===== src/rtl/vscpu_virq.sv =====
// Minimal accumulator-free CPU (VSCPU) with a vectored, edge-triggered,
// non-nesting interrupt unit. Memory is synchronous: read data returns one cycle after the address.
module vscpu_virq #(
    parameter int unsigned DW        = 32,
    parameter int unsigned AW        = 14,
    parameter int unsigned NIRQ      = 4,
    parameter int unsigned VEC_BASE  = 8,
    parameter int unsigned SAVE_ADDR = 6
) (
    input  logic            clk,
    input  logic            rst,
    input  logic [NIRQ-1:0] irq,
    input  logic [DW-1:0]   data_fromRAM,
    output logic            wrEn,
    output logic [AW-1:0]   addr_toRAM,
    output logic [DW-1:0]   data_toRAM,
    output logic            in_isr,
    output logic [NIRQ-1:0] irq_ack
);

    localparam int unsigned OPW = 3;

    localparam logic [OPW-1:0] OP_ADD  = 3'b000;
    localparam logic [OPW-1:0] OP_NAND = 3'b001;
    localparam logic [OPW-1:0] OP_SRL  = 3'b010;
    localparam logic [OPW-1:0] OP_LT   = 3'b011;
    localparam logic [OPW-1:0] OP_CP   = 3'b100;
    localparam logic [OPW-1:0] OP_BZJ  = 3'b110;

    typedef enum logic [2:0] {
        S_FETCH,
        S_DECODE,
        S_READB,
        S_EXEC,
        S_IRQ_VEC,
        S_IRQ_SAVE
    } state_t;

    state_t          state_q, state_d;
    logic [AW-1:0]   pc_q, pc_d;
    logic [DW-1:0]   iw_q, iw_d;
    logic [DW-1:0]   opa_q, opa_d;
    logic [NIRQ-1:0] pend_q, pend_d;
    logic [NIRQ-1:0] irq_q;
    logic [NIRQ-1:0] ack_q, ack_d;
    logic            in_isr_q, in_isr_d;

    logic [NIRQ-1:0] irq_rise;
    logic [NIRQ-1:0] vec_sel;
    logic [NIRQ-1:0] pend_clr;
    logic [AW-1:0]   vec_idx;

    logic [DW-1:0]   cur_iw;
    logic [OPW-1:0]  op;
    logic            imm;
    logic [AW-1:0]   fa;
    logic [AW-1:0]   fb;

    logic [DW-1:0]   opa;
    logic [DW-1:0]   opb;
    logic [DW-1:0]   alu_res;
    logic            is_wr;
    logic            reti;
    logic [AW-1:0]   pc_inc;
    logic [AW-1:0]   br_tgt;
    logic            take_irq;

    // In DECODE the instruction word is still on the read bus, not yet in iw_q
    assign cur_iw = (state_q == S_DECODE) ? data_fromRAM : iw_q;
    assign op     = cur_iw[DW-1 -: OPW];
    assign imm    = cur_iw[DW-4];
    assign fa     = cur_iw[DW-5 -: AW];
    assign fb     = cur_iw[AW-1:0];

    assign irq_rise = irq & ~irq_q;
    assign in_isr   = in_isr_q;
    assign irq_ack  = ack_q;

    // Lowest-index pending line wins the vector
    always_comb begin
        vec_sel = '0;
        vec_idx = '0;
        for (int j = int'(NIRQ) - 1; j >= 0; j--) begin
            if (pend_q[j]) begin
                vec_sel = NIRQ'(1) << j;
                vec_idx = AW'(j);
            end
        end
    end

    // Execute datapath: immediate forms see *A on the bus in EXEC
    always_comb begin
        opa     = imm ? data_fromRAM : opa_q;
        opb     = imm ? DW'(fb) : data_fromRAM;
        alu_res = '0;
        case (op)
            OP_ADD:  alu_res = opa + opb;
            OP_NAND: alu_res = ~(opa & opb);
            OP_SRL:  alu_res = (opb < DW'(DW)) ? (opa >> opb) : '0;
            OP_LT:   alu_res = DW'(opa < opb);
            OP_CP:   alu_res = opb;
            default: alu_res = '0;
        endcase
        is_wr  = (op <= OP_CP);
        reti   = (op == OP_BZJ) && (fa == AW'(SAVE_ADDR));
        pc_inc = pc_q + AW'(1);
        if (imm) begin
            br_tgt = opa[AW-1:0] + fb;
        end else begin
            br_tgt = (opb == '0) ? opa[AW-1:0] : pc_inc;
        end
        take_irq = (pend_q != '0) && !(in_isr_q && !reti);
    end

    // Next-state and memory-bus logic
    always_comb begin
        state_d    = state_q;
        pc_d       = pc_q;
        iw_d       = iw_q;
        opa_d      = opa_q;
        in_isr_d   = in_isr_q;
        ack_d      = '0;
        pend_clr   = '0;
        wrEn       = 1'b0;
        addr_toRAM = '0;
        data_toRAM = '0;

        case (state_q)
            S_FETCH: begin
                addr_toRAM = pc_q;
                state_d    = S_DECODE;
            end
            S_DECODE: begin
                iw_d       = data_fromRAM;
                addr_toRAM = fa;
                state_d    = imm ? S_EXEC : S_READB;
            end
            S_READB: begin
                opa_d      = data_fromRAM;
                addr_toRAM = fb;
                state_d    = S_EXEC;
            end
            S_EXEC: begin
                if (is_wr) begin
                    wrEn       = 1'b1;
                    addr_toRAM = fa;
                    data_toRAM = alu_res;
                end
                pc_d = (op == OP_BZJ) ? br_tgt : pc_inc;
                if (reti) begin
                    in_isr_d = 1'b0;
                end
                state_d = take_irq ? S_IRQ_VEC : S_FETCH;
            end
            S_IRQ_VEC: begin
                addr_toRAM = AW'(VEC_BASE) + vec_idx;
                ack_d      = vec_sel;
                pend_clr   = vec_sel;
                in_isr_d   = 1'b1;
                state_d    = S_IRQ_SAVE;
            end
            S_IRQ_SAVE: begin
                wrEn       = 1'b1;
                addr_toRAM = AW'(SAVE_ADDR);
                data_toRAM = DW'(pc_q);
                pc_d       = data_fromRAM[AW-1:0];
                state_d    = S_FETCH;
            end
            default: state_d = S_FETCH;
        endcase

        // A new edge on the line being cleared keeps it pending
        pend_d = (pend_q & ~pend_clr) | irq_rise;

        if (rst) begin
            wrEn       = 1'b0;
            addr_toRAM = '0;
            data_toRAM = '0;
        end
    end

    always_ff @(posedge clk) begin
        if (rst) begin
            state_q  <= S_FETCH;
            pc_q     <= '0;
            iw_q     <= '0;
            opa_q    <= '0;
            pend_q   <= '0;
            irq_q    <= '0;
            ack_q    <= '0;
            in_isr_q <= 1'b0;
        end else begin
            state_q  <= state_d;
            pc_q     <= pc_d;
            iw_q     <= iw_d;
            opa_q    <= opa_d;
            pend_q   <= pend_d;
            irq_q    <= irq;
            ack_q    <= ack_d;
            in_isr_q <= in_isr_d;
        end
    end

endmodule


===== config.mk =====
export PLATFORM = sky130hd
export DESIGN_NAME = vscpu_virq
export DESIGN_NICKNAME = d
export VERILOG_FILES = /design/src/rtl/vscpu_virq.sv
export SDC_FILE = /design/constraint.sdc
export NUM_CORES = 1
export LEC_CHECK = 0
export ABC_AREA = 1
export CORE_ASPECT_RATIO = 0.8
export CORE_MARGIN = 2
export CORE_UTILIZATION = 40
export CTS_CLUSTER_DIAMETER = 100
export DETAILED_ROUTE_END_ITERATION = 12
export SLEW_MARGIN = 5
export SYNTH_ARGS = -nofsm -noshare
export SYNTH_HDL_FRONTEND = slang
export SYNTH_SLANG_ARGS = --single-unit
export TNS_END_PERCENT = 1

===== constraint.sdc =====
create_clock -name clk -period 5 [get_ports clk]
set_clock_uncertainty 0.15 [all_clocks]
set_input_delay 1 -clock clk [delete_from_list [all_inputs] [get_ports clk]]
set_output_delay 1 -clock clk [all_outputs]
set_load 0.02 [all_outputs]

==> flow_summary_export.csv, run 1 <==
group,metric,value,unit
critical_path,endpoint,"data_toRAM[9]",
cells_and_area,fin_nets,2700,
critical_path,reg2reg_to,"pc_q[12]$_SDFFE_PP0N_",
detailed_routing,drc,0,
die,num_rows,55,
pwr,vdd_ir_drop_max,486.2,uV
pwr,p_leak,8.712,nW
timing,setup_violations,35,
critical_path,slowest_stage,"a21oi_2",
clock_tree,clock-root-buffer,"clkbuf_16",
synth,ys_seq_elements,94,
detailed_routing,drt-total-wl,60.46,mm
global_routing,grt_overflow_total,0,
synth,synth_edf_count,0,
synth,avgSynthCellArea,5.605,um^2
placed_design,io_buffers,89,
timing,drv_slew,0,
synth,syn_area,11680,um^2
die,ios,90,
critical_path,critPathCaptureType,"output port",
cells_and_area,area_delta_synth_final,54.25,%
synth,yosys.area.top_type,"nand2_1",
die,core_area,28490,um^2
synth,synth_warnings,0,
critical_path,critPathMaxStageDelay,0.22,ns
cells_and_area,drive_gt1_share,32.08,%
job,maxCapViolCount,0,
timing,setup_slack,-0.2811,ns
cells_and_area,fin_area,18020,um^2
clock_tree,cts_hold_buf,0,
synth,syn_inst,2084,
worst_hold_path,holdPathStages,1,
critical_path,r2r_slack,-0.08,ns
clock_tree,cts_tree,"done",
cells_and_area,antenna_cells,0,
clock_tree,cts.reportedPaths.clkPinSlew,0.07,ns
detailed_routing,vias_per_cell,5.611,
die,start_util,41.00,%
clock_tree,clockBufferDepth,2,
cells_and_area,fillers,2748,
worst_hold_path,hp-start,"irq_q[2]$_SDFF_PP0_",
clock_tree,insertion_delay,0.37,ns
synth,synth_cell_types,57,
detailed_routing,drt_pass1_iterations,6,
die,dieArea,30590,um^2
synth,synth_area_leaders,"nand2_1 (20%), dfxtp_1 (16%), a21oi_1 (8.5%), ha_1 (8.4%), inv_1 (7.6%)",
die,die_w,195.1,um
synth,yosysSeqAreaShare,16.11,%
critical_path,arrival,4.13,ns
critical_path,critPathKind,"input pin to output port",
placed_design,dp_hpwl,46.32,mm
worst_hold_path,min_path_type,"flop to flop",
critical_path,crit_top_cell,"nand2_1",
synth,synthFlopType,"dfxtp_1",
pwr,p_total,8.492,mW
timing,hold_viol_final,0,
detailed_routing,drtIter0Drc,1921,
detailed_routing,post_drt_wl_per_cell,20.45,um
critical_path,crit_fanout,7,
die,die_y,156.8,um
critical_path,crit_start,"data_fromRAM[28]",
timing,finalCritPeriodShare,105.6,%
synth,ys_async_sr_fraction,0,%
global_routing,antenna_found_initial,3,
clock_tree,cts_max_level,3,
detailed_routing,ant_nets,0,
global_routing,grt_max_degree,57,
clock_tree,cts_buffers,9,
synth,yosysTopAreaCellShare,20.34,%
critical_path,worstRegToRegCells,32,
critical_path,r2r-start,"state_q[2]$_SDFF_PP0_",
global_routing,grt_pass1_wl,89.00,mm
timing,hold_ws,0.2689,ns
timing,clock.fmax,189.4,MHz
synth,syn_nets,2202,
global_routing,grtUsageTotal,38.46,%
run_status,status,"finished, violations left",
timing,maxSlewHeadroom,42.51,%
pwr,p_per_area,471.3,nW/um^2
detailed_routing,vias,16590,
critical_path,critPathRequiredTime,3.85,ns
clock_tree,cts.sinks,94,
placed_design,gp_congestion,1.015,
timing,worst_slew_pin_slew,0.8615,ns
run_status,violations,"setup timing",
cells_and_area,final_util,63.24,%
critical_path,cp-start-kind,"input pin",
timing,grt_setup_unrepaired,"yes",
global_routing,grt_pass1_vias,14920,
timing,fin_crit,5.281,ns
placed_design,dpl_cell_area,16140,um^2
-- stage by stage --
| step | setup TNS, ns | cells | setup WS (ns) |
|---|---|---|---|
| floorplan | -0.4040 | 2084 | -0.06242 |
| global placement | -36.89 | 2878 | -1.428 |
| detailed placement | -38.00 | 2878 | -1.412 |
| CTS | -3.011 | 2942 | -0.1392 |
| global route | -11.70 | 2957 | -0.4219 |
| finish | -6.170 | 2957 | -0.2811 |
-- flip-flops by register name (all words and copies together) (netlist names) --
signal	count
iw_q	32
pend_q	4
state_q	3
irq_q	4
irq_ack	4
in_isr	1
pc_q	14
opa_q	32
-- kinds of logic (layout without fill, tap and decap cells) --
| group | Yosys count | in the layout | share of synthesized area [%] |
|---|---|---|---|
| buffers and inverters | 365 | 867 | 12.60 |
| DFF | 94 | 94 | 16.11 |
| xor gates and xnor gates | 20 | 20 | 1.500 |
| adders and majority gates | 80 | 80 | 8.698 |
| and+or+nand+nor | 1045 | 1046 | 38.09 |
| AOI/OAI and AO/OA | 480 | 480 | 23.00 |
-- worst max-delay path, delay by kind of cell --
kind | cells | cell delay [ns]
and+or+nand+nor | 18 | 1.64
buffers and inverters | 10 | 1.24
AOI/OAI and AO/OA | 1 | 0.22
-- cells in the final DEF (no fill, tap or decap), types with 70 or more instances in the layout --
cell	count
ha_1	70
nor2_1	142
inv_1	229
nand3_1	99
buf_4	484
nand2_2	70
nand2_1	562
a21oi_1	166
dfxtp_1	92
o21ai_0	109
-- Yosys cell counts, drive strengths merged, types with 4 or more instances --
library cell,instances
nor2,169
a21oi,199
dfxtp,94
o21ai,183
a31oi,21
a41oi,4
nand4,68
a211oi,5
nor3,23
xor2,14
o22ai,13
inv,252
o211ai,12
or2,15
o21a,4
clkbuf,67
buf,45
xnor2,6
nand2,639
nor4,7
nand3,123
o221ai,14
ha,78
-- worst min-delay path by stage --
stage	end
2_1_floorplan	pend_q[2]$_SDFF_PP0_
3_3_place_gp	pend_q[2]$_SDFF_PP0_
3_5_place_dp	pend_q[2]$_SDFF_PP0_
4_1_cts	pend_q[2]$_SDFF_PP0_
5_1_grt	pend_q[3]$_SDFF_PP0_
6_report	pend_q[2]$_SDFF_PP0_
-- power by group --
part / internal [mW] / switching, mW
Clock: 0.392 / 0.340
Sequential: 0.858 / 0.0561
Combinational: 2.89 / 3.95
-- area by class of cell --
| type | instances | area [um^2] | share of cell area [%] |
|---|---|---|---|
| clock inverter | 6 | 68.82 | 0.3820 |
| tap | 370 | 462.9 | 2.570 |
| timing repair buffer | 598 | 5069 | 28.13 |
| inverter | 253 | 954.7 | 5.299 |
| multi-input combinational | 1626 | 9345 | 51.87 |
| sequential | 94 | 1887 | 10.47 |
| clock buffer | 10 | 229.0 | 1.271 |
-- repair_timing --
item,4_1_cts,5_1_grt
endpoints found under the setup margin,32,36
gates cloned,7,1
pin swaps,66,61
resized for setup,376,98
setup buffers,41,14
-- per-layer routing --
metal / global-route usage (%) / part of all wire (%) / vias to the layer above
li1: - / - / 7902
met1: 53.87 / 44 / 7698
met2: 57.18 / 41 / 871
met3: 11.25 / 12 / 118
met4: 10.21 / 2.8 / 2
met5: 0 / 0.028 / -
Power figures use the tool's default switching activity.
==> run 2: changes to the inputs <==
--- a/config.mk
+++ b/config.mk
@@ -7,7 +7,7 @@
 export LEC_CHECK = 0
 export ABC_AREA = 1
 export CORE_ASPECT_RATIO = 0.8
-export CORE_MARGIN = 2
+export CORE_MARGIN = 5
 export CORE_UTILIZATION = 40
 export CTS_CLUSTER_DIAMETER = 100
 export DETAILED_ROUTE_END_ITERATION = 12
==> constraint.sdc (replaced) <==
create_clock -name clk -period 5 [get_ports clk]
set_clock_uncertainty 0.15 [all_clocks]
set_input_delay 0.5 -clock clk [delete_from_list [all_inputs] [get_ports clk]]
set_output_delay 0.5 -clock clk [all_outputs]
set_load 0.02 [all_outputs]
==> flow_summary_export.csv, run 2 (synthesis results as in run 1) <==
group,metric,value,unit
run_status,status,"completed",
detailed_routing,drt-total-wl,54.99,mm
die,start_util,40.17,%
critical_path,critPathMaxStageDelay,0.34,ns
clock_tree,cts_max_level,3,
critical_path,critPathKind,"flop to output port",
placed_design,gp_congestion,1.051,
cells_and_area,final_common_cell,"nand2_1",
cells_and_area,largest_registers,"iw_q: 32 flops, opa_q: 32 flops, pc_q: 14 flops",
placed_design,dp_hpwl,44.22,mm
cells_and_area,fin_area,15740,um^2
detailed_routing,drt_pass1_iterations,6,
detailed_routing,drc,0,
detailed_routing,vias_per_cell,5.594,
placed_design,dpl_cell_area,15370,um^2
timing,setup_slack,0.06650,ns
timing,hold_ws,0.2716,ns
critical_path,critPathCaptureType,"output port",
timing,grt_setup_unrepaired,"yes",
clock_tree,cts.sinks,94,
timing,drv_slew,0,
timing,worst_slew_pin_slew,1.240,ns
timing,setup_violations,0,
cells_and_area,drive_gt1_share,20.30,%
cells_and_area,antenna_cells,0,
pwr,p_leak,7.803,nW
die,core_area,29080,um^2
die,num_rows,56,
clock_tree,cts_buffers,9,
critical_path,critPathRequiredTime,4.35,ns
cells_and_area,final_cell_mix,"nand2_1 (631), buf_4 (352), inv_1 (237), a21oi_1 (190), nor2_1 (157)",
cells_and_area,area_delta_synth_final,34.77,%
pwr,p_total,7.350,mW
critical_path,slowest_stage,"dlygate4sd2_1",
clock_tree,cts_setup_buffers,0,
timing,hold_viol_final,0,
global_routing,grt_max_degree,53,
clock_tree,cts_hold_buf,0,
timing,clock.fmax,202.7,MHz
placed_design,io_buffers,89,
cells_and_area,final_util,54.14,%
detailed_routing,post_drt_wl_per_cell,19.53,um
global_routing,grt_pass1_wl,83.52,mm
clock_tree,clock-root-buffer,"clkbuf_16",
critical_path,crit_fanout,15,
die,ios,90,
placed_design,dp_slack,-0.8041,ns
detailed_routing,drtIter0Drc,2051,
global_routing,antenna_found_initial,3,
detailed_routing,ant_nets,0,
detailed_routing,vias,15750,
global_routing,grtUsageTotal,32.60,%
pwr,vdd_ir_drop_max,211.8,uV
clock_tree,insertion_delay,0.36,ns
clock_tree,cts.reportedPaths.clkPinSlew,0.07,ns
cells_and_area,fin_nets,2551,
clock_tree,cts_tree,"done",
global_routing,grt_overflow_total,0,
job,maxCapViolCount,0,
die,die_w,201.1,um
timing,maxSlewHeadroom,17.23,%
timing,finalCritPeriodShare,98.67,%
critical_path,cp-start-kind,"flop",
global_routing,grt_pass1_vias,14260,
clock_tree,clockBufferDepth,2,
critical_path,arrival,4.28,ns
worst_hold_path,min_path_type,"flop to flop",
die,dieArea,32740,um^2
die,die_y,162.8,um
timing,fin_crit,4.934,ns
critical_path,crit_top_cell,"nand2_1",
pwr,p_per_area,467.0,nW/um^2
cells_and_area,fillers,3066,
run 2: cell type report:
class | instances | area [um^2] | share of cell area [%]
clock buffer | 10 | 239.0 | 1.518
clock inverter | 6 | 53.80 | 0.3418
inverter | 253 | 952.2 | 6.049
multi-input combinational | 1625 | 8513 | 54.08
sequential | 94 | 1884 | 11.97
tap | 377 | 471.7 | 2.997
timing repair buffer | 450 | 3627 | 23.04
run 2: worst max-delay path, delay by kind of cell (launching register included):
family	cells	cell delay [ns]
buffers and inverters	6	0.97
adder cells (fa/ha/maj)	1	0.24
AO/OA/AOI/OAI	4	0.56
AND/OR/NAND/NOR	17	1.81
flip-flops	1	0.32
run 2: per-layer routing:
layer / vias to the layer above / track usage [%] / wire length [um]
met4: 0 / 7.161 / 1185
met3: 75 / 8.103 / 5980
li1: 7590 / - / -
met5: - / 0 / 0
met2: 794 / 48.05 / 22650
met1: 7289 / 47.88 / 25170
run 2: timing repair:
item | in CTS | in global routing
resized for setup | 60 | 75
hold endpoints to repair | 0 | 0
endpoints found under the setup margin | 32 | 32
run 2: report_power, final:
| group | switching [mW] | leakage (nW) | internal (mW) |
|---|---|---|---|
| Combinational | 3.49 | 6.90 | 2.25 |
| Clock | 0.349 | 0.135 | 0.361 |
| Sequential | 0.0517 | 0.769 | 0.857 |
run 2: worst paths after layout:
| check | from | endpoint | slack (ns) | cells after the start |
|---|---|---|---|---|
| worst min register to register | irq_q[3]$_SDFF_PP0_ | pend_q[3]$_SDFF_PP0_ | 0.27 | 1 |
| worst max register to register | state_q[1]$_SDFF_PP0_ | pc_q[13]$_SDFFE_PP0N_ | 0.91 | 23 |
| worst max-delay path | state_q[1]$_SDFF_PP0_ | data_toRAM[17] | 0.07 | 28 |
| worst min-delay path | irq_q[3]$_SDFF_PP0_ | pend_q[3]$_SDFF_PP0_ | 0.27 | 1 |
run 2: stage by stage:
step,instances,TNS [ns]
after floorplan,2084,0
after global placement,2799,-9.253
after detailed placement,2799,-9.281
after CTS,2815,0
after global routing,2815,-1.406
final,2815,0
==> run 3: changes to the inputs <==
--- a/config.mk
+++ b/config.mk
@@ -7,7 +7,7 @@
 export LEC_CHECK = 0
 export ABC_AREA = 1
 export CORE_ASPECT_RATIO = 0.8
-export CORE_MARGIN = 5
+export CORE_MARGIN = 2
 export CORE_UTILIZATION = 40
 export CTS_CLUSTER_DIAMETER = 100
 export DETAILED_ROUTE_END_ITERATION = 12
==> flow_summary_export.csv, run 3 (synthesis results as in run 1) <==
group,metric,value,unit
global_routing,antenna_found_initial,0,
timing,grt_setup_unrepaired,"yes",
critical_path,critPathKind,"flop to output port",
critical_path,cp-start-kind,"flop",
placed_design,dp_hpwl,43.46,mm
critical_path,worstRegToRegCells,23,
run_status,status,"completed",
clock_tree,insertion_delay,0.36,ns
placed_design,dp_slack,-0.5837,ns
critical_path,path_buf_inv,8,
timing,worst_slew_pin_slew,0.9078,ns
critical_path,arrival,4.31,ns
critical_path,critPathCaptureType,"output port",
timing,fin_crit,4.956,ns
global_routing,grt_pass1_vias,14230,
timing,setup_tns,0,ns
detailed_routing,vias_per_cell,5.499,
die,ios,90,
pwr,p_int,3.458,mW
clock_tree,cts_max_level,3,
cells_and_area,fin_nets,2552,
pwr,p_per_area,462.0,nW/um^2
critical_path,critPathTopFamily,"compound AO/OA/AOI/OAI gates",
detailed_routing,wl_met2,21.94,mm
cells_and_area,fin_area,15700,um^2
clock_tree,cts_buffers,9,
job,maxCapViolCount,0,
timing,setup_violations,0,
die,dieArea,30590,um^2
cells_and_area,stdcell_count,2809,
global_routing,grtUsageTotal,34.94,%
clock_tree,cts_tree,"done",
die,start_util,41.00,%
die,num_rows,55,
cells_and_area,largest_registers,"iw_q: 32 flops, opa_q: 32 flops, pc_q: 14 flops",
critical_path,critPathRequiredTime,4.35,ns
clock_tree,cts.sinks,94,
critical_path,crit_cells,28,
detailed_routing,wl_met1,24.55,mm
clock_tree,cts.reportedPaths.clkPinSlew,0.07,ns
pwr,p_leak,7.843,nW
die,core_area,28490,um^2
pwr,pwr-share-comb,77.5,%
die,die_y,156.8,um
cells_and_area,area_delta_synth_final,34.40,%
pwr,power_frac_seq,12.6,%
timing,finalCritPeriodShare,99.12,%
placed_design,io_buffers,89,
global_routing,grt_max_degree,53,
timing,maxSlewHeadroom,39.41,%
global_routing,grt_overflow_total,0,
detailed_routing,wl_met3,5.908,mm
pwr,swShare,52.31,%
die,die_w,195.1,um
clock_tree,clock-root-buffer,"clkbuf_16",
critical_path,crit_start,"state_q[1]$_SDFF_PP0_",
detailed_routing,drt_pass1_iterations,6,
placed_design,gp_congestion,1.020,
critical_path,endpoint,"data_toRAM[30]",
pwr,vdd_ir_drop_max,387.6,uV
detailed_routing,drc,0,
critical_path,reg2reg_to,"pc_q[13]$_SDFFE_PP0N_",
worst_hold_path,min_path_type,"flop to flop",
placed_design,dp_cells,2793,
detailed_routing,post_drt_wl_per_cell,19.10,um
timing,drv_slew,0,
critical_path,r2r-start,"state_q[2]$_SDFF_PP0_",
critical_path,crit_top_cell,"nand2_1",
detailed_routing,ant_nets,0,
timing,setup_slack,0.04413,ns
critical_path,critPathMaxStageDelay,0.40,ns
detailed_routing,drt-total-wl,53.65,mm
cells_and_area,final_cell_mix,"nand2_1 (632), buf_4 (354), inv_1 (237), a21oi_1 (195), nor2_1 (157)",
global_routing,grt_pass1_wl,81.99,mm
placed_design,dpl_cell_area,15360,um^2
timing,clock.fmax,201.8,MHz
cells_and_area,final_util,55.10,%
pwr,p_sw,3.794,mW
clock_tree,clockBufferDepth,2,
pwr,clockPowerShare,10.0,%
detailed_routing,drtIter0Drc,1928,
cells_and_area,antenna_cells,0,
timing,hold_viol_final,0,
detailed_routing,top_layer_used,"met4",
cells_and_area,final_common_cell,"nand2_1",
cells_and_area,drive_gt1_share,18.82,%
detailed_routing,vias,15450,
critical_path,crit_fanout,5,
critical_path,r2r_slack,0.92,ns
critical_path,slowest_stage,"fa_1",
-- run 3: changes by cell type in the layout (fill, tap and decap cells not counted), sizes merged --
cell	change
dlygate4sd2	+19
clkbuf	-17
clkdlybuf4s50	+3
clkinv	+2
clkinvlp	-2
buf	-1
bufinv	+1
clkdlybuf4s15	-1
dlygate4sd1	-1
dlymetal6s2s	-1
inv	-1
-- run 3: worst min path at each step --
stage                              startpoint              endpoint  slack (ns)  cells past startpoint
after floorplan           irq_q[2]$_SDFF_PP0_  pend_q[2]$_SDFF_PP0_        0.25                      1
after global placement    irq_q[3]$_SDFF_PP0_  pend_q[3]$_SDFF_PP0_        0.26                      1
after detailed placement  irq_q[3]$_SDFF_PP0_  pend_q[3]$_SDFF_PP0_        0.28                      1
after CTS                 irq_q[3]$_SDFF_PP0_  pend_q[3]$_SDFF_PP0_        0.28                      1
after global routing      irq_q[3]$_SDFF_PP0_  pend_q[3]$_SDFF_PP0_        0.29                      1
final                     irq_q[3]$_SDFF_PP0_  pend_q[3]$_SDFF_PP0_        0.28                      1
-- run 3: repair_timing --
action / 4_1_cts / 5_1_grt
gates resized for setup: 46 / 16
endpoints found under the setup margin: 31 / 32
setup buffers: 0 / 0
hold buffers: 0 / 0
-- run 3: cell type report --
| class | count | area (um^2) |
|---|---|---|
| repair buffers | 451 | 3674 |
| multi-input cells | 1625 | 8427 |
| inverters | 253 | 952.2 |
| clock inverters | 6 | 68.82 |
| flip-flops and latches | 94 | 1884 |
| well taps | 370 | 462.9 |
| clock buffers | 10 | 229.0 |
| fillers | 2969 | 12790 |
-- run 3: layer usage --
metal	vias to the layer above	GRT usage, %
li1	7588	-
met1	7030	49.89
met5	-	0
met2	750	52.35
met4	0	8.033
met3	80	8.901
-- run 3: metrics by stage --
| stage | hold slack [ns] | total power [mW] |
|---|---|---|
| after global routing | 0.2929 | 7.786 |
| after detailed placement | 0.2755 | 6.347 |
| after global placement | 0.2592 | 6.305 |
| after floorplan | 0.2482 | 3.918 |
| final | 0.2800 | 7.252 |
| after CTS | 0.2822 | 7.118 |
-- run 3: power by group through the flow --
stage | logic [mW] | clock network, mW | registers, mW
after detailed placement | 5.42 | 0 | 0.925
after global placement | 5.38 | 0 | 0.922
final | 5.62 | 0.722 | 0.912
after CTS | 5.48 | 0.727 | 0.910
after global routing | 6.11 | 0.754 | 0.921
after floorplan | 3.01 | 0 | 0.910
